===== config.mk =====
export PLATFORM = sky130hd
export DESIGN_NAME = key_event_ctrl
export DESIGN_NICKNAME = d
export VERILOG_FILES = /design/src/rtl/io_pkg.sv /design/src/rtl/key_debounce.sv /design/src/rtl/key_event_ctrl.sv
export SDC_FILE = /design/constraint.sdc
export NUM_CORES = 1
export LEC_CHECK = 0
export CORE_MARGIN = 2
export CORE_UTILIZATION = 23
export CTS_CLUSTER_DIAMETER = 80
export DETAILED_ROUTE_END_ITERATION = 8
export PLACE_DENSITY = 0.49
export SLEW_MARGIN = 20
export SYNTH_ARGS = -nofsm -noshare
export SYNTH_HDL_FRONTEND = slang
export SYNTH_HIERARCHICAL = 1
export SYNTH_SLANG_ARGS = --single-unit
export TNS_END_PERCENT = 50

===== constraint.sdc =====
create_clock -name clock -period 2.29 [get_ports clock]
set_input_delay 0.687 -clock clock [delete_from_list [all_inputs] [get_ports clock]]
set_output_delay 0.687 -clock clock [all_outputs]
set_load 0.1 [all_outputs]

===== src/rtl/io_pkg.sv =====
// Shared definitions for the key event controller: debouncer state
// encoding, event word field positions and default parameter values.
package io_pkg;

    typedef enum logic [1:0] {
        STABLE_HI = 2'd0,
        CHK_LO    = 2'd1,
        STABLE_LO = 2'd2,
        CHK_HI    = 2'd3
    } deb_state_t;

    // Event word layout: [31:16] timestamp, [15:3] zero, [2:0] press mask
    localparam int TS_MSB           = 31;
    localparam int TS_LSB           = 16;
    localparam int TS_W             = TS_MSB - TS_LSB + 1;
    localparam int MASK_W           = 3;
    localparam int EVENT_W          = 32;

    localparam int DEBOUNCE_DEFAULT = 4;
    localparam int FIFO_DEPTH_DEF   = 4;

endpackage


===== src/rtl/key_debounce.sv =====
// Single-key conditioner: two-flop synchronizer followed by a four-state
// debounce FSM. Produces the debounced active-low level and a one-cycle
// press pulse when a low level is accepted.
module key_debounce
    import io_pkg::*;
#(
    parameter int DEBOUNCE_CYCLES = DEBOUNCE_DEFAULT
) (
    input  logic clock,
    input  logic reset,
    input  logic key_n,
    output logic level,
    output logic press
);

    localparam int             CW   = $clog2(DEBOUNCE_CYCLES + 1);
    localparam logic [CW-1:0]  LAST = CW'(DEBOUNCE_CYCLES - 1);
    localparam logic [CW-1:0]  ONE  = CW'(1);

    logic          r_sync1;
    logic          r_sync2;
    logic [1:0]    r_vld;
    logic          r_armed;
    deb_state_t    r_state;
    logic [CW-1:0] r_cnt;
    logic          r_level;
    logic          r_press;

    // Two-flop synchronizer, idles at the released level
    always_ff @(posedge clock or posedge reset) begin
        if (reset) begin
            r_sync1 <= 1'b1;
            r_sync2 <= 1'b1;
        end else begin
            r_sync1 <= key_n;
            r_sync2 <= r_sync1;
        end
    end

    // Press pulses are only allowed once the key has been seen released
    // after reset; r_vld marks when r_sync2 holds a real sample rather
    // than its reset value, so a key held through reset never reports.
    always_ff @(posedge clock or posedge reset) begin
        if (reset) begin
            r_vld   <= '0;
            r_armed <= 1'b0;
        end else begin
            r_vld <= {r_vld[0], 1'b1};
            if (r_vld[1] && r_sync2) begin
                r_armed <= 1'b1;
            end
        end
    end

    // Debounce FSM with registered level and press outputs
    always_ff @(posedge clock or posedge reset) begin
        if (reset) begin
            r_state <= STABLE_HI;
            r_cnt   <= '0;
            r_level <= 1'b1;
            r_press <= 1'b0;
        end else begin
            r_press <= 1'b0;
            case (r_state)
                STABLE_HI: begin
                    if (!r_sync2) begin
                        r_state <= CHK_LO;
                        r_cnt   <= ONE;
                    end
                end
                CHK_LO: begin
                    if (r_sync2) begin
                        r_state <= STABLE_HI;
                    end else if (r_cnt == LAST) begin
                        r_state <= STABLE_LO;
                        r_level <= 1'b0;
                        r_press <= r_armed;
                    end else begin
                        r_cnt <= r_cnt + ONE;
                    end
                end
                STABLE_LO: begin
                    if (r_sync2) begin
                        r_state <= CHK_HI;
                        r_cnt   <= ONE;
                    end
                end
                CHK_HI: begin
                    if (!r_sync2) begin
                        r_state <= STABLE_LO;
                    end else if (r_cnt == LAST) begin
                        r_state <= STABLE_HI;
                        r_level <= 1'b1;
                    end else begin
                        r_cnt <= r_cnt + ONE;
                    end
                end
                default: begin
                    r_state <= STABLE_HI;
                    r_level <= 1'b1;
                end
            endcase
        end
    end

    assign level = r_level;
    assign press = r_press;

endmodule


===== src/rtl/key_event_ctrl.sv =====
// Key event controller: three debounced push buttons feed a timestamped
// event queue read by the CPU. Same-cycle presses merge into one event;
// pushes into a full queue are dropped and flagged in a sticky overflow.
module key_event_ctrl
    import io_pkg::*;
#(
    parameter int DEBOUNCE_CYCLES = DEBOUNCE_DEFAULT,
    parameter int FIFO_DEPTH      = FIFO_DEPTH_DEF
) (
    input  logic         clock,
    input  logic         reset,
    input  logic [3:1]   key,
    input  logic         rd_en,
    input  logic         clr_ovf,
    output logic [31:0]  rd_data,
    output logic         empty,
    output logic         full,
    output logic         overflow,
    output logic [3:1]   key_level
);

    localparam int          AW      = (FIFO_DEPTH > 1) ? $clog2(FIFO_DEPTH) : 1;
    localparam logic [AW:0] DEPTH_C = (AW + 1)'(FIFO_DEPTH);

    logic [3:1]          w_press;
    logic [MASK_W-1:0]   w_mask;
    logic [EVENT_W-1:0]  w_event;
    logic                w_push;
    logic                w_pop;
    logic                w_drop;
    logic                w_empty;
    logic                w_full;

    logic [EVENT_W-1:0]  r_mem [FIFO_DEPTH];
    logic [AW-1:0]       r_wr_ptr;
    logic [AW-1:0]       r_rd_ptr;
    logic [AW:0]         r_count;
    logic [TS_W-1:0]     r_ts;
    logic                r_ovf;

    for (genvar g = 1; g <= 3; g++) begin : g_key
        key_debounce #(
            .DEBOUNCE_CYCLES(DEBOUNCE_CYCLES)
        ) u_deb (
            .clock (clock),
            .reset (reset),
            .key_n (key[g]),
            .level (key_level[g]),
            .press (w_press[g])
        );
    end

    // key[1] lands in mask bit 0
    assign w_mask  = w_press;
    assign w_empty = (r_count == '0);
    assign w_full  = (r_count == DEPTH_C);
    assign w_pop   = rd_en && !w_empty;
    assign w_push  = (w_mask != '0) && (!w_full || rd_en);
    assign w_drop  = (w_mask != '0) && w_full && !rd_en;

    // Event word assembly from the current timestamp and press mask
    always_comb begin
        w_event                 = '0;
        w_event[TS_MSB:TS_LSB]  = r_ts;
        w_event[MASK_W-1:0]     = w_mask;
    end

    // Free-running cycle timestamp
    always_ff @(posedge clock or posedge reset) begin
        if (reset) begin
            r_ts <= '0;
        end else begin
            r_ts <= r_ts + TS_W'(1);
        end
    end

    // Queue storage; contents are don't-care while the slot is unoccupied
    always_ff @(posedge clock) begin
        if (w_push) begin
            r_mem[r_wr_ptr] <= w_event;
        end
    end

    // Queue pointers and occupancy
    always_ff @(posedge clock or posedge reset) begin
        if (reset) begin
            r_wr_ptr <= '0;
            r_rd_ptr <= '0;
            r_count  <= '0;
        end else begin
            if (w_push) begin
                r_wr_ptr <= (r_wr_ptr == AW'(FIFO_DEPTH - 1)) ? '0 : r_wr_ptr + AW'(1);
            end
            if (w_pop) begin
                r_rd_ptr <= (r_rd_ptr == AW'(FIFO_DEPTH - 1)) ? '0 : r_rd_ptr + AW'(1);
            end
            case ({w_push, w_pop})
                2'b10:   r_count <= r_count + (AW + 1)'(1);
                2'b01:   r_count <= r_count - (AW + 1)'(1);
                default: r_count <= r_count;
            endcase
        end
    end

    // Sticky overflow; a drop in the same cycle as a clear wins
    always_ff @(posedge clock or posedge reset) begin
        if (reset) begin
            r_ovf <= 1'b0;
        end else if (w_drop) begin
            r_ovf <= 1'b1;
        end else if (clr_ovf) begin
            r_ovf <= 1'b0;
        end
    end

    // Show-ahead head entry, zero when nothing is queued
    always_comb begin
        rd_data = '0;
        if (!w_empty) begin
            rd_data = r_mem[r_rd_ptr];
        end
    end

    assign empty    = w_empty;
    assign full     = w_full;
    assign overflow = r_ovf;

endmodule


# Word level (Yosys, flattened, before mapping)
# Memory sizes are Yosys's and may differ from the RTL's.
# Cells that the tools add are included.
[classes] mux=71 add_sub_neg=8 n_reduce_logical=30 eq_ne=41
[ops] cell="$mux 3" count=15
[ops] cell="$mux 2" count=20
[ops] cell="$pmux 3 s4" count=3
[ops] cell="$mux 32" count=1
[ops] cell="$mux 1" count=25
[ops] cell="$ne 2x1->1 const B" count=12
[ops] cell="$pmux 2 s4" count=3
[ops] cell="$reduce_and 4->1" count=6
[ops] cell="$eq 2x2->1 const B" count=9
[ops] cell="$add 16x1->16 const B" count=1
[ops] cell="$reduce_and 5->1" count=3
[ops] cell="$add 3x1->3 const B" count=4
[ops] cell="$ne 2x2->1 const B" count=6
[ops] cell="$reduce_bool 2->1" count=5
[ops] cell="$eq 3x2->1 const B" count=3
[ops] cell="$ne 3x1->1 const B" count=3
[ops] cell="$ne 3x3->1 const B" count=3
[ops] cell="$eq 2x1->1 const B" count=4
[ops] cell="$logic_and 1x1->1" count=7
[ops] cell="$logic_not 2->1" count=3
[ops] cell="$pmux 1 s2" count=3
[ops] cell="$pmux 3 s2" count=1
[ops] cell="$add 2x1->2 const B" count=2
[ops] cell="$eq 3x3->1 const B" count=1
[ops] cell="5 further kinds" count=7
[word_totals] mem_count=1 register_bits=60 ram_bits=76
[memory_table] memory="r_mem" depth=4 width=19 read_ports=1 rd_ports_with_merged_regs=0 write_ports=1 line_no="key_event_ctrl.sv:34" text="logic [EVENT_W-1:0] r_mem [FIFO_DEPTH];"

# Depth between registers and ports, before layout
# Gate-level depths: netlist (run 1).
[logic_depth] depth_word=6 ltp_mapped=9 depth_no_buf=9

# By module
# Netlist (run 1), hierarchy kept.
[by_module_without_submodules] mod="key_event_ctrl" seq_area_each_um2=2882.8 area_each_um2=4189.0 cells_per_inst=238 instances=1
[by_module_without_submodules] mod="key_debounce" seq_area_each_um2=304.0 area_each_um2=490.5 cells_per_inst=38 instances=3

# Least setup slack after synthesis (run 1)
# No wires, ideal clock.
[synth_path] path_kind="register to output" start="register r_count[0]" end="output port rd_data[22]" slack_ns=-1.020 n_path_buf=1 path_stages_with_launch=4 t_arrival_ns=2.623 cell_sequence="dfrtp_1 > nor3_1 > clkbuf_1 > nor2b_1"
[synth_via] elab_chain_len=2
[synth_lines] item="start: declaration" line_no="key_event_ctrl.sv:37" text="logic [AW:0] r_count;"
[synth_lines] item="start signal: assignment" line_no="key_event_ctrl.sv:98" text="2'b10: r_count <= r_count + (AW + 1)'(1);"
[synth_lines] item="start signal: assignment" line_no="key_event_ctrl.sv:99" text="2'b01: r_count <= r_count - (AW + 1)'(1);"
[synth_lines] item="start signal: assignment" line_no="key_event_ctrl.sv:100" text="default: r_count <= r_count;"
[synth_lines] item="$logic_not 3->1" line_no="key_event_ctrl.sv:55" text="assign w_empty = (r_count == '0);"
[synth_lines] item="net empty" line_no="key_event_ctrl.sv:16" text="output logic empty,"
[synth_lines] item="$mux 32" line_no="key_event_ctrl.sv:119" text="if (!w_empty) begin"
[synth_lines] item="end: declaration" line_no="key_event_ctrl.sv:15" text="output logic [31:0] rd_data,"
# The timed path passes the listed nets, and every way through them passes these cells.

# Final worst setup path (run 1)
[layout_path] start="register r_rd_ptr[0]" end="output port rd_data[28]"
[layout_via] elab_chain_len=2
[layout_lines] item="start: declaration" line_no="key_event_ctrl.sv:36" text="logic [AW-1:0] r_rd_ptr;"
[layout_lines] item="start signal: assignment" line_no="key_event_ctrl.sv:95" text="r_rd_ptr <= (r_rd_ptr == AW'(FIFO_DEPTH - 1)) ? '0 : r_rd_ptr + AW'(1);"
[layout_lines] item="$mem_v2 4x19"
[layout_lines] item="$mux 32" line_no="key_event_ctrl.sv:119"
# Every way passes these cells.

==> metrics.md, run 1 <==
| Metric | Value |
|---|---|
| First-pass GRT wire length | `16300 um` |
| Clock Latency Late Sink | `0.42 ns` |
| Layout net count | `426` |
| Seq pwr share | `31.0%` |
| Worst EP required | `1.60 ns` |
| Dominant synthesized flop cell | `edfxtp_1` |
| Register-to-register setup slack | `0.25 ns` |
| CP peak stage delay | `0.53 ns` |
| Vias | `2890` |
| Largest net degree at the start of global routing | `25` |
| Crit path from | `r_rd_ptr[0]$_DFFE_PP0P_` |
| Final Setup Violations | `19` |
| Count leader, synth | `edfxtp_1` |
| CP max stage cell | `mux4_2` |
| Area grow syn2layout | `30.7%` |
| Comb pwr share | `45.7%` |
| DRT Pass-1 Iters | `4` |
| Initial drt markers | `102` |
| Avg Synthesized Cell Area | `16.1 um^2` |
| Layout cells sized above 1 | `33.7%` |
| Cell Pwr Density | `1390 nW/um^2` |
| Setup crit end kind | `primary output` |
| Worst-path clk slew | `0.06 ns` |
| Remaining routing DRC violations | `0` |
| Cell Area, Synth | `5660 um^2` |
| All-Layer GR Usage | `8.40%` |
| Die width | `161 um` |
| Min-delay worst type | `reg2reg` |
| Synthesis-stage register bit count | `136` |
| Post-detailed-route count of antenna-violating nets | `0` |
| CP delay by family, top | `multiplexers` |
| DIE AREA | `25900 um^2` |
| Async SR Flop Fraction | `44.1%` |
| Worst vdd ir | `0.650 mV` |
| Vias in the first global route | `3044` |
| Synth top cells by count | `edfxtp_1 (76), dfrtp_1 (51), nor2b_1 (22), mux4_2 (19), inv_1 (18)` |
| Setup TNS | `-4.62 ns` |
| GP Congestion | `0.685` |
| Final wirelength | `10100 um` |
| GRT overflow | `0` |
| Fmax | `0.389 GHz` |
| Max-slew violations | `0` |
| Initial core utilization | `23.3%` |
| Post-synth EDFFs | `76` |
| Final Hold Fails | `0` |
| Global Route met1 Usage | `10.4%` |
| Startpoint of the worst hold path | `g_key[1].u_deb/r_vld[0]$_DFF_PP0_` |
| Reg2Reg Launch Point | `g_key[2].u_deb/press$_DFF_PP0_` |
| Clock sink total | `136` |
| Yosys top cell by area | `edfxtp_1` |
| Failing checks | `setup timing` |
| HPWL Detailed | `6370 um` |
| Netlist cell types | `43` |
| Clock Path Buffers | `2` |
| R2R depth | `9` |
| Max cap viols | `0` |
| Vias per inst | `3.89` |
| Worst Hold Depth | `0` |
| Final Skew | `0.00688 ns` |
| Routed len/inst | `13.7 um` |
| Cts bufs inserted | `17` |
| TritonCTS clock tree | `yes` |
| Overall Power | `0.0103 W` |
| Met2 Use GR | `13.4%` |
| ANT cells | `0` |
| Synth area leaders | `edfxtp_1 (40%), dfrtp_1 (23%), mux4_2 (7.6%)` |
| FILL cells | `2392` |
| Most used cell, CP | `buf_12` |
| Hold EP | `g_key[1].u_deb/r_vld[1]$_DFF_PP0_` |
| Worst-path cell chain | `buf_12 -> mux4_2 -> nor2b_4 -> buf_12` |
| GR Util met3 | `2.92%` |
| Status | `finished with violations` |
| P_leak | `2.82 nW` |
| Port bufs | `31` |
| NetSw | `0.00408 W` |
| Power share of the clock group | `23.3%` |
| Minimum clock period | `2.57 ns` |
| Post-synth top area share | `40.3%` |
| Ports | `45` |
| CTS root buffer | `clkbuf_16` |
| Reg-to-Reg End | `r_count[2]$_DFFE_PP0P_` |
| Internal power | `0.00624 W` |
| Min setup slack post-route | `-0.278 ns` |
| Sequential share of the synthesized area | `67.0%` |
| Data arrival, critical path | `1.88 ns` |
| Critical path launch point type | `flop` |
| H-Tree Depth | `4` |
| Buffers & Inverters on Critical Path | `2` |
| Busiest layer in global routing | `met2` |
| Ys Warns | `6` |
| Hold-fix buffers, CTS | `0` |
| Core footprint | `24200 um^2` |
| Type of the worst setup path | `reg2out` |
| Part of the cycle the worst path needs | `112%` |
| RSZ-0062 raised after global routing | `yes` |
| Row cnt | `57` |
| Die H | `161 um` |
| Crit Path Max Fanout | `9` |
| Initial antenna violation count | `0` |
| Syn Inst Count | `352` |
| Sw frac | `39.5%` |
[layout make-up]
type                    count  area [um^2]  area share [%]
clock buffers              21          450            6.09
clock inverters            11         77.6            1.05
inverters                  18         67.6           0.913
repair buffers             47          786            10.6
well taps                 324          405            5.48
flip-flops and latches    136         3800            51.3
multi-input cells         185         1820            24.5
[worst max path at each step]
stage,end,slack [ns],depth (start not counted)
floorplan,r_count[2]$_DFFE_PP0P_,-0.34,9
global placement,r_count[2]$_DFFE_PP0P_,-0.12,9
detailed placement,r_count[2]$_DFFE_PP0P_,-0.22,9
CTS,rd_data[1],-0.33,4
global route,rd_data[28],-0.36,4
finish,rd_data[28],-0.28,4
[through the flow]
stage / std cells / worst slack, ns / area [um^2] / util (%) / hold WS (ns)
global route: 742 / -0.358 / 7400 / 30.5 / 0.357
finish: 742 / -0.278 / 7400 / 30.5 / 0.349
floorplan: 364 / -0.337 / 5860 / - / 0.331
global placement: 708 / -0.122 / 6830 / 28.2 / 0.336
detailed placement: 708 / -0.221 / 6830 / 28.2 / 0.336
CTS: 741 / -0.331 / 7370 / 30.4 / 0.348
[kinds of logic (layout without fill, tap and decap cells)]
logic type,after synthesis,count (layout),synth area share [%]
compound gates,32,32,3.78
flops,136,136,67.0
fa+ha+maj,14,14,3.23
other cells,4,16,0.265
mux,24,24,8.53
simple gates,76,76,8.60
xor+xnor,23,23,3.96
buf+inv,43,97,4.60
[power by group through the flow]
| stage | Clock [W] | Sequential [W] | Combinational (W) |
|---|---|---|---|
| floorplan | 0 | 0.00326 | 0.00318 |
| global placement | 0 | 0.00320 | 0.00466 |
| detailed placement | 0 | 0.00322 | 0.00472 |
| CTS | 0.00248 | 0.00319 | 0.00475 |
| global route | 0.00261 | 0.00325 | 0.00499 |
| finish | 0.00241 | 0.00320 | 0.00471 |
[sequential cells by signal (all words and copies together), names as in the netlist, 6 cells and up, named ones only]
register,cells
r_mem,76
r_ts,16
g_key.u_deb/r_cnt,9
g_key.u_deb/r_vld,6
[layer usage]
layer	routed length, um	vias to the layer above
li1	-	1362
met1	4600	1475
met2	5040	46
met3	401	7
met4	93	0
met5	0	-
[cells in the final DEF, fill, tap and decap left out, types with 6 or more instances in the layout]
cell type        netlist  final
o21ai_0                9      9
dfrtp_1               51     49
nor2b_4                0     19
nand2_1               14     14
buf_12                 0     32
xor2_1                12     12
dfstp_2                9      9
edfxtp_1              76     76
nor2_1                 7      7
ha_1                  13     12
clkbuf_16              0     18
clkdlybuf4s50_1        0      6
conb_1                 4     16
mux4_2                19     19
inv_1                 18     17
buf_4                 16      8
xnor2_1                8      8
[what timing repair did]
item | in CTS | in global routing
endpoints found under the setup margin | 20 | 20
gates cloned | 0 | 1
gates resized for setup | 2 | 1
buffers inserted | 1 | 0
Power figures use the tool's default switching activity.
==> run 2: changes to the inputs <==
--- a/config.mk
+++ b/config.mk
@@ -10,7 +10,7 @@
 export CTS_CLUSTER_DIAMETER = 80
 export DETAILED_ROUTE_END_ITERATION = 8
 export PLACE_DENSITY = 0.49
-export SLEW_MARGIN = 20
+export SLEW_MARGIN = 10
 export SYNTH_ARGS = -nofsm -noshare
 export SYNTH_HDL_FRONTEND = slang
 export SYNTH_HIERARCHICAL = 1
==> results of run 2 <==
No change in the layout: final DEF, timing and power equal those of run 1.
==> run 3: changes to the inputs <==
--- a/config.mk
+++ b/config.mk
@@ -5,9 +5,11 @@
 export SDC_FILE = /design/constraint.sdc
 export NUM_CORES = 1
 export LEC_CHECK = 0
+export ABC_AREA = 1
 export CORE_MARGIN = 2
 export CORE_UTILIZATION = 23
 export CTS_CLUSTER_DIAMETER = 80
+export CTS_CLUSTER_SIZE = 28
 export DETAILED_ROUTE_END_ITERATION = 8
 export PLACE_DENSITY = 0.49
 export SLEW_MARGIN = 10
==> run 3 against run 2 <==
  * Global-route usage up 1.3 points
  * Synthesized cell count rose by 55%
  * Clock skew rose by 0.0048 ns
  * Fmax is 6.1% higher
  * The run still ends with setup timing left
  * Routed wire length grew 20%
  * Final cell count grew 28%
  * Hold slack got worse by 0.0019 ns
  * First-iteration DRC count is 140% higher
  * Non-clock buffer count rose by 11
  * Critical path depth is 2 higher
  * Die area grew 2.0%
==> metrics.md, run 3 <==
| Metric | Value |
|---|---|
| Count leader, synth | `nor2_1 (was edfxtp_1)` |
| Initial antenna violation count | `0 (unchanged)` |
| Syn Inst Count | `545 (was 352)` |
| Ports | `45 (unchanged)` |
| Crit Path Max Fanout | `11 (was 9)` |
| CP max stage cell | `dfrtp_2 (was mux4_2)` |
| Most frequent cells in the layout | `nand2_1 (90), nor2_1 (90), edfxtp_1 (76), dfrtp_1 (50), inv_1 (40) (was edfxtp_1 (76), dfrtp_1 (49), buf_12 (32), mux4_2 (19), nor2b_4 (19))` |
| Part of the cycle the worst path needs | `106% (was 112%)` |
| Register-to-register setup slack | `0.27 ns (was 0.25 ns)` |
| R2R depth | `10 (was 9)` |
| Top reg by flops | `r_mem (unchanged)` |
| ANT cells | `0 (unchanged)` |
| Clock Path Buffers | `2 (unchanged)` |
| Vias in the first global route | `3826 (was 3044)` |
| DIE AREA | `26400 um^2 (was 25900 um^2)` |
| First-pass GRT wire length | `19700 um (was 16300 um)` |
| Async SR Flop Fraction | `44.1% (unchanged)` |
| CP peak stage delay | `0.41 ns (was 0.53 ns)` |
| Largest regs | `r_mem x76, r_ts x16, g_key.u_deb/r_cnt x9 (unchanged)` |
| Post-synth EDFFs | `76 (unchanged)` |
| Routed len/inst | `12.8 um (was 13.7 um)` |
| Sequential share of the synthesized area | `65.7% (was 67.0%)` |
| DP Worst Slack | `-0.119 ns (was -0.221 ns)` |
| Die width | `163 um (was 161 um)` |
| Final Hold Fails | `0 (unchanged)` |
| Clock Latency Late Sink | `0.41 ns (was 0.42 ns)` |
| Worst EP required | `1.60 ns (about the same)` |
| CP delay by family, top | `buffers and inverters (was multiplexers)` |
| Hold-fix buffers, CTS | `0 (unchanged)` |
| Minimum clock period | `2.42 ns (was 2.57 ns)` |
| Clock sink total | `136 (unchanged)` |
| Layout cells sized above 1 | `28.1% (was 33.7%)` |
| Worst Hold Depth | `0 (unchanged)` |
| Avg Synthesized Cell Area | `10.6 um^2 (was 16.1 um^2)` |
| All-Layer GR Usage | `9.70% (was 8.40%)` |
| GP Congestion | `0.710 (was 0.685)` |
| DRT Pass-1 Iters | `4 (unchanged)` |
| Synth area leaders | `edfxtp_1 (39%), dfrtp_1 (22%), nor2_1 (6.6%) (was edfxtp_1 (40%), dfrtp_1 (23%), mux4_2 (7.6%))` |
| Initial core utilization | `23.2% (was 23.3%)` |
| Largest net degree at the start of global routing | `25 (unchanged)` |
| Worst-path clk slew | `0.06 ns (about the same)` |
| Area grow syn2layout | `39.6% (was 30.7%)` |
| RSZ-0062 raised after global routing | `yes (unchanged)` |
| Buffers & Inverters on Critical Path | `4 (was 2)` |
| Row cnt | `58 (was 57)` |
| Final wirelength | `12200 um (was 10100 um)` |
| Reg-to-Reg End | `r_count[2]$_DFFE_PP0P_ (unchanged)` |
| Status | `finished with violations (unchanged)` |
| CTS root buffer | `clkbuf_16 (unchanged)` |
| Cts bufs inserted | `17 (unchanged)` |
| Final Skew | `0.0117 ns (was 0.00688 ns)` |
| Max cap viols | `0 (unchanged)` |
| Finished Cell Area | `8070 um^2 (was 7400 um^2)` |
| Data arrival, critical path | `1.73 ns (was 1.88 ns)` |
| Final Setup Violations | `19 (unchanged)` |
| GRT overflow | `0 (unchanged)` |
| Post-detailed-route count of antenna-violating nets | `0 (unchanged)` |
| Layout net count | `628 (was 426)` |
| Type of the worst setup path | `reg2out (unchanged)` |
| Setup crit end kind | `primary output (unchanged)` |
| Worst-path cell chain | `buf_12 -> inv_8 -> buf_12 -> o21ai_1 -> a21oi_4 -> buf_12 (was buf_12 -> mux4_2 -> nor2b_4 -> buf_12)` |
| Fmax | `0.413 GHz (was 0.389 GHz)` |
| H-Tree Depth | `4 (unchanged)` |
| HPWL Detailed | `7610 um (was 6370 um)` |
| Max-slew violations | `0 (unchanged)` |
| Yosys top cell by area | `edfxtp_1 (unchanged)` |
| Synth top cells by count | `nor2_1 (101), nand2_1 (92), edfxtp_1 (76), dfrtp_1 (51), inv_1 (45) (was edfxtp_1 (76), dfrtp_1 (51), nor2b_1 (22), mux4_2 (19), inv_1 (18))` |
| Placed cell area | `7060 um^2 (was 6830 um^2)` |
| Setup TNS | `-2.01 ns (was -4.62 ns)` |
| Remaining routing DRC violations | `0 (unchanged)` |
| Vias | `3722 (was 2890)` |
| Failing checks | `setup timing (unchanged)` |
| Critical path launch point type | `flop (unchanged)` |
| Reg2Reg Launch Point | `r_count[1]$_DFFE_PP0P_ (was g_key[2].u_deb/press$_DFF_PP0_)` |
| Hold EP | `g_key[3].u_deb/r_vld[1]$_DFF_PP0_ (was g_key[1].u_deb/r_vld[1]$_DFF_PP0_)` |
| TritonCTS clock tree | `yes (unchanged)` |
| Synthesis-stage register bit count | `136 (unchanged)` |
| Dominant synthesized flop cell | `edfxtp_1 (unchanged)` |
| Ys Warns | `6 (unchanged)` |
| Vias per inst | `3.92 (was 3.89)` |
| Max FFs per register | `76 (unchanged)` |
| Die H | `163 um (was 161 um)` |
| Post-synth top area share | `39.5% (was 40.3%)` |
| Netlist cell types | `28 (was 43)` |
| Startpoint of the worst hold path | `g_key[3].u_deb/r_vld[0]$_DFF_PP0_ (was g_key[1].u_deb/r_vld[0]$_DFF_PP0_)` |
| Most used cell, CP | `buf_12 (unchanged)` |
| Initial drt markers | `248 (was 102)` |
| Cell Area, Synth | `5780 um^2 (was 5660 um^2)` |
| Min Hold Slack | `0.347 ns (was 0.349 ns)` |
| Core footprint | `24900 um^2 (was 24200 um^2)` |
| Port bufs | `31 (unchanged)` |
| Min-delay worst type | `reg2reg (unchanged)` |
| Min setup slack post-route | `-0.131 ns (was -0.278 ns)` |
-- run 3: cell families after synthesis --
group	Yosys count	synth area share [%]
simple gates	232	17.0
compound gates	66	5.72
xor+xnor	11	1.67
flops	136	65.7
buf+inv	82	6.52
fa+ha+maj	14	3.16
other cells	4	0.260
-- run 3: final cells by class --
| cell class | instances | area, um^2 |
|---|---|---|
| clock inverters | 9 | 109 |
| repair buffers | 58 | 998 |
| fillers | 2438 | 16800 |
| clock buffers | 23 | 522 |
| flip-flops and latches | 136 | 3800 |
| multi-input cells | 339 | 2010 |
| well taps | 330 | 413 |
| inverters | 55 | 219 |
-- run 3: through the flow --
step | instances | utilization (%)
final | 950 | 32.4
after global placement | 910 | 28.4
after global routing | 950 | 32.4
after floorplan | 557 | -
after detailed placement | 910 | 28.4
after CTS | 945 | 31.4
-- run 3: repair_timing --
item,in CTS,in global routing
buffers inserted,2,1
pin swaps,8,14
hold endpoints to repair,0,0
resized for setup,43,44
cloned,1,4
setup endpoints to repair,20,19
-- run 3: how the worst max path moves through the flow --
stage,from,to,slack (ns),cells after the start
after global routing,r_rd_ptr[0]$_DFFE_PP0P_,rd_data[22],-0.20,7
after global placement,rd_en,r_count[2]$_DFFE_PP0P_,-0.11,10
after detailed placement,rd_en,r_count[2]$_DFFE_PP0P_,-0.12,10
after CTS,r_rd_ptr[0]$_DFFE_PP0P_,rd_data[19],-0.14,5
after floorplan,r_count[1]$_DFFE_PP0P_,r_count[2]$_DFFE_PP0P_,-0.29,9
final,r_rd_ptr[0]$_DFFE_PP0P_,rd_data[16],-0.13,6
-- run 3: layer usage --
layer	wire (um)	global-route usage, %
met1	5400	11.8
met2	6310	16.8
met3	242	2.01
met4	216	4.06
met5	0	0
Power of run 3 is left out: the tool's default activity adds up to more than one toggle a clock period on the data nets, which glitch-free logic cannot reach.
